## src/rtl/sd_fifo_arb_pkg.sv

```systemverilog
// sd_fifo_arb_pkg: types shared by the FIFO arbiter and its round-robin picker.
package sd_fifo_arb_pkg;

  typedef enum logic {
    IDLE = 1'b0,
    HOLD = 1'b1
  } arb_state_t;

endpackage

```

## src/rtl/sd_rr_pick.sv

```systemverilog
// sd_rr_pick: combinational round-robin picker. The search starts at ptr+1 and
// wraps modulo inputs, so the previous winner has the lowest priority.
module sd_rr_pick #(
  parameter int inputs = 4,
  localparam int IW = $clog2(inputs)
) (
  input  logic [inputs-1:0] req,
  input  logic [IW-1:0]     ptr,
  output logic [inputs-1:0] win_oh,
  output logic [IW-1:0]     win_idx,
  output logic              any
);

  localparam logic [IW:0] N = (IW+1)'(inputs);

  logic [IW:0] cand;
  logic        found;

  // scan candidates in priority order and keep the first requester seen
  always_comb begin
    win_oh  = '0;
    win_idx = '0;
    found   = 1'b0;
    cand    = '0;
    for (int i = 0; i < inputs; i++) begin
      cand = {1'b0, ptr} + (IW+1)'(i + 1);
      if (cand >= N) cand = cand - N;
      if (!found && req[cand[IW-1:0]]) begin
        found   = 1'b1;
        win_idx = cand[IW-1:0];
      end
    end
    win_oh[win_idx] = found;
    any             = found;
  end

endmodule

```

## src/rtl/sd_fifo_arb.sv

```systemverilog
// sd_fifo_arb: round-robin arbiter draining several input FIFOs into one
// registered sd-style output stage, one bounded burst per grant.
// Optional feature: define SD_FIFO_ARB_WATERMARK_EN to give requesters whose
// usage is at or above hi_wm urgent priority during arbitration.
//
//   state | meaning
//   IDLE  | no grant; arbitrate among requesters this cycle
//   HOLD  | grant[rr_ptr] may transfer until burst limit or its srdy drops
module sd_fifo_arb
  import sd_fifo_arb_pkg::*;
#(
  parameter int inputs    = 4,
  parameter int width     = 8,
  parameter int usz       = 5,
  parameter int max_burst = 4,
  parameter int hi_wm     = 12
) (
  input  logic                              clk,
  input  logic                              reset,
  input  logic [inputs-1:0]                 c_srdy,
  output logic [inputs-1:0]                 c_drdy,
  input  logic [inputs-1:0][width-1:0]      c_data,
  input  logic [inputs-1:0][usz-1:0]        c_usage,
  output logic                              p_srdy,
  input  logic                              p_drdy,
  output logic [width-1:0]                  p_data,
  output logic [$clog2(inputs)-1:0]         p_src,
  output logic                              busy
);

  localparam int IW = $clog2(inputs);
  localparam int BW = $clog2(max_burst + 1);
  localparam logic [usz-1:0] HI_WM     = usz'(hi_wm);
  localparam logic [BW-1:0]  LAST_BEAT = BW'(max_burst - 1);

  arb_state_t        state, next_state;
  logic [inputs-1:0] grant;
  logic [IW-1:0]     rr_ptr;
  logic [BW-1:0]     bcnt;

  logic [inputs-1:0] req_mask;
  logic [inputs-1:0] win_oh;
  logic [IW-1:0]     win_idx;
  logic              win_any;
  logic              xfer;
  logic              release_hold;

`ifdef SD_FIFO_ARB_WATERMARK_EN
  logic [inputs-1:0] urgent;

  // requesters whose FIFO is near full take precedence over the rest
  always_comb begin
    urgent = '0;
    for (int i = 0; i < inputs; i++)
      urgent[i] = c_srdy[i] & (c_usage[i] >= HI_WM);
  end

  assign req_mask = (|urgent) ? urgent : c_srdy;
`else
  logic unused_usage;
  assign unused_usage = ^{c_usage, HI_WM};
  assign req_mask     = c_srdy;
`endif

  sd_rr_pick #(.inputs(inputs)) u_pick (
    .req     (req_mask),
    .ptr     (rr_ptr),
    .win_oh  (win_oh),
    .win_idx (win_idx),
    .any     (win_any)
  );

  // rr_ptr always holds the granted index while in HOLD
  assign xfer         = c_srdy[rr_ptr] & c_drdy[rr_ptr];
  assign release_hold = ~c_srdy[rr_ptr] | (xfer & (bcnt == LAST_BEAT));

  // state register
  always_ff @(posedge clk or posedge reset) begin
    if (reset) state <= IDLE;
    else       state <= next_state;
  end

  // next-state: grant on any request, release on burst end or source empty
  always_comb begin
    next_state = state;
    case (state)
      IDLE:    if (win_any)      next_state = HOLD;
      HOLD:    if (release_hold) next_state = IDLE;
      default:                   next_state = IDLE;
    endcase
  end

  // outputs: accept only for the granted port when the output stage can take a word
  always_comb begin
    c_drdy = '0;
    busy   = 1'b0;
    if (state == HOLD) begin
      busy   = 1'b1;
      c_drdy = grant & {inputs{~p_srdy | p_drdy}};
    end
  end

  // grant, round-robin pointer and burst counter
  always_ff @(posedge clk or posedge reset) begin
    if (reset) begin
      grant  <= '0;
      rr_ptr <= IW'(inputs - 1);
      bcnt   <= '0;
    end else if (state == IDLE) begin
      if (win_any) begin
        grant  <= win_oh;
        rr_ptr <= win_idx;
        bcnt   <= '0;
      end
    end else begin
      if (xfer)         bcnt  <= bcnt + BW'(1);
      if (release_hold) grant <= '0;
    end
  end

  // single-word output register; a drain and a load in one cycle keeps it full
  always_ff @(posedge clk or posedge reset) begin
    if (reset) begin
      p_srdy <= 1'b0;
      p_data <= '0;
      p_src  <= '0;
    end else if (xfer) begin
      p_srdy <= 1'b1;
      p_data <= c_data[rr_ptr];
      p_src  <= rr_ptr;
    end else if (p_drdy) begin
      p_srdy <= 1'b0;
    end
  end

endmodule

```

## config.mk

```make
export PLATFORM = sky130hd
export DESIGN_NAME = sd_fifo_arb
export DESIGN_NICKNAME = d
export VERILOG_FILES = /design/src/rtl/sd_fifo_arb_pkg.sv /design/src/rtl/sd_rr_pick.sv /design/src/rtl/sd_fifo_arb.sv
export SDC_FILE = /design/constraint.sdc
export NUM_CORES = 1
export LEC_CHECK = 0
export CORE_UTILIZATION = 37
export DETAILED_ROUTE_END_ITERATION = 10
export PLACE_DENSITY = 0.8
export SYNTH_ARGS = -nofsm -noshare
export SYNTH_HDL_FRONTEND = slang
export SYNTH_SLANG_ARGS = --single-unit
```

## constraint.sdc

```tcl
create_clock -name clk -period 2.3 [get_ports clk]
set_input_delay 0.575 -clock clk [delete_from_list [all_inputs] [get_ports clk]]
set_output_delay 0.575 -clock clk [all_outputs]
set_load 0.005 [all_outputs]
```

==> impl_results.md, run 1 <==
* Initial antenna violation count at 0
* Combinational share of power at between 50 and 60%
* Die area at about 3600 um2
* Placed cells at a little under 200
* CP max stage delay at ~0.40 ns
* Register area share after synthesis at between 40 and 50%
* Routed WL at just over 3000 um
* Critical Path AT at roughly 1.6 ns
* CP endpoint kind: output pin
* Pre-CTS setup slack at -0.200 ns
* Final Max Slew Viols at 0
* Outcome: complete, no violations
* Hpwl dp at between 2000 and 3000 um
* Worst Clk Skew at 0.00131 ns
* Remaining Overflow, GRT at 0
* Switching Fraction at between 30% and 40%
* Hold slack at approximately 0.51 ns
* Clk pwr share at ~9%
* CTS Buffer Depth at 2
* IO buf count at 54
* Internal power at between 0.001 and 0.0015 W
* Post-synth top area share at a little under two fifths
* Cts hold-fix bufs at 0
* Synth area leader: dfrtp_1
* RSZ-0062 raised after global routing: no
* Ys Warns at 0
* Critical path class: in -> out
* Worst path slowest cell: clkdlybuf4s50_1
* Clock Pin Slew Worst Setup and Hold Paths at approximately 0.11 ns
* Static Leak at a little over 0.8 nW
* Largest net degree at the start of global routing at 17
* Cell Area, Synth at about 1200 um2
* Unique masters post-synth at 31
* GPL Wtd Cong at 0.945
* Initial core utilization at approximately 40%
* Relative slew slack at 60.5%
* First-pass GRT wire length at roughly 4700 um
* Main flop type after synthesis: dfrtp_1
* Mapped Nets at between 150 and 200
* Yosys reg bits at 21
* Final worst-path cycle share at between 90% and 100%
* Ratio of cells with drive above 1 in the final layout at between 20% and 30%
* Worst path required time at around 1.7 ns
* CTS root buffer: clkbuf_4
* Postcts setup bufs at 0
* Final Hold Viols at 0
* R2R cell count at 3
* NumNets Final at 221
* Fillers at approximately 260
* NetSw at approximately 0.0007 W
* Non-filler cells, final at a little over 200
* Die Ht at ~60 um
* Number of I/O pins at 75
* # setup viols final at 0
* Pwr Total at between 0.0015 and 0.002 W
* # H-tree levels at 1
* TritonRoute pass-1 iters at 4
* CTS tree: done
* Rows at 20
* Max VDD drop at around 0.35 mV
* Async S/R FF share, synth at 100%
* Slew @ Worst Pin at between 0.5 and 0.6 ns
* Post-synth top cells: dfrtp_1 (19), mux4_2 (10), mux2_2 (9)
* Most common cell in the netlist: dfrtp_1
* Via/cell ratio at between 5 and 6
* ANT nets after route at 0
* Wire per inst at roughly 15 um
* Min Clock Period, post-route at about 2.2 ns
* CP Max Fanout at 5
* CTS Sinks at 21
* Clk_lat worst skew at approximately 0.30 ns
* Synth area leaders: dfrtp_1 (38%), mux4_2 (18%), mux2_2 (8.1%), dfstp_2 (4.2%), o21ai_0 (2.8%)
* Area of the core at between 3000 and 4000 um2
* Startpoint class of the critical path: input port
* Post-synth EDFFs at 0
* Post-synthesis area per instance at ~13 um2
* Synth Instances at 98
* Routed via count at approximately 1,100
* DRC viols at 0
* Drt first-iter violations at 43
* Hold Crit Class: reg -> reg
* Max-Cap Viols at 0
* Area Overhead vs Synth at 52.3%
* TritonCTS Buffers at 3
* N_diodes at 0
* Flop pwr share at a little under two fifths
* F_max at roughly 0.46 GHz
* CP cell instances: clkdlybuf4s50_1, nand2b_4, and3_1, dlygate4sd2_1
* Min-Delay Path Depth at 2
* Pwr Density at ~1000 nW/um2
* Die X at approximately 60 um
* Total GRT Usage at 17.6%
* Worst Setup Slack, final at roughly 0.14 ns
* Vias in the first global route at roughly 1,100
critical path, delay by kind of cell:
family,cells,cell delay [ns]
AND/OR/NAND/NOR,2,0.34
buffers and inverters,2,0.66
registers in the layout, summed over array words and instances (netlist names):
signal / count
state: 1
p_data: 8
p_src: 2
grant: 4
bcnt: 3
p_srdy: 1
rr_ptr: 2
path summary, 6_finish.rpt:
check                                      startpoint               endpoint  slack (ns)
worst max-delay path                           p_drdy              c_drdy[3]        0.14
worst min-delay path             p_src[0]$_DFFE_PP0P_   p_src[0]$_DFFE_PP0P_        0.51
worst max register to register  rr_ptr[1]$_DFFE_PP1P_   p_src[1]$_DFFE_PP0P_        0.33
worst min register to register   p_src[0]$_DFFE_PP0P_   p_src[0]$_DFFE_PP0P_        0.51
max in group asynchronous                       reset  p_data[6]$_DFFE_PP0P_        1.16
min in group asynchronous                       reset  p_data[3]$_DFFE_PP0P_        0.63
power by group through the flow:
| stage | Clock, W | Combinational [W] | Sequential (W) |
|---|---|---|---|
| after floorplan | 0 | 0.000713 | 0.000643 |
| after global placement | 0 | 0.00103 | 0.000745 |
| after detailed placement | 0 | 0.00107 | 0.000757 |
| after CTS | 0.000178 | 0.00106 | 0.000751 |
| after global routing | 0.000193 | 0.00114 | 0.000780 |
| final | 0.000173 | 0.00105 | 0.000747 |
repair_timing:
action                                  CTS  global route
endpoints found under the setup margin    4             0
hold endpoints to repair                  0             0
gates resized for setup                   6             0
through the flow:
stage | TNS, ns | util [%] | instance area, um2
floorplan | 0 | - | 1240
finish | 0 | 60.6 | 1900
detailed placement | -0.756 | 59.6 | 1870
global route | 0 | 60.6 | 1900
global placement | -0.668 | 59.6 | 1870
CTS | 0 | 60.6 | 1900
layout make-up:
type / count / area [um2] / share of cell area, %
clock inverter: 1 / 5.00 / 0.264
multi-input combinational: 65 / 659 / 34.8
tap: 44 / 55.1 / 2.90
inverter: 6 / 22.5 / 1.19
sequential: 21 / 528 / 27.9
timing repair buffer: 63 / 603 / 31.8
clock buffer: 3 / 22.5 / 1.19
logic make-up after synthesis:
group,Yosys count,synth area share (%)
compound gates,22,11.7
mux,22,29.0
flops,21,42.4
simple gates,19,9.65
buf+inv,12,5.23
fa+ha+maj,2,2.01
per-layer routing:
metal / global-route usage (%) / up-vias / share of wire (%)
met5: 0 / - / 0
met4: 4.98 / 0 / 0.52
met3: 3.68 / 3 / 8.5
met2: 32.5 / 45 / 51
met1: 20.3 / 511 / 40
li1: - / 501 / -
layout by cell type, fill, tap and decap left out, types with 4 or more instances in the layout:
master	n
mux2_2	9
dlygate4sd2_1	4
inv_1	6
nand2_1	5
buf_4	9
o21ai_0	7
mux4_2	10
clkdlybuf4s50_1	50
dfrtp_1	19
and3_1	4
a21oi_1	4
No activity file was read; power rests on OpenSTA's default activity.
==> inputs of run 2 (changes only) <==
--- a/config.mk
+++ b/config.mk
@@ -8,6 +8,8 @@
 export CORE_UTILIZATION = 37
 export DETAILED_ROUTE_END_ITERATION = 10
 export PLACE_DENSITY = 0.8
+export SLEW_MARGIN = 5
 export SYNTH_ARGS = -nofsm -noshare
 export SYNTH_HDL_FRONTEND = slang
 export SYNTH_SLANG_ARGS = --single-unit
+export TNS_END_PERCENT = 10
==> results of run 2 <==
Same layout as run 1: the final DEF is identical, and so are final timing and power.
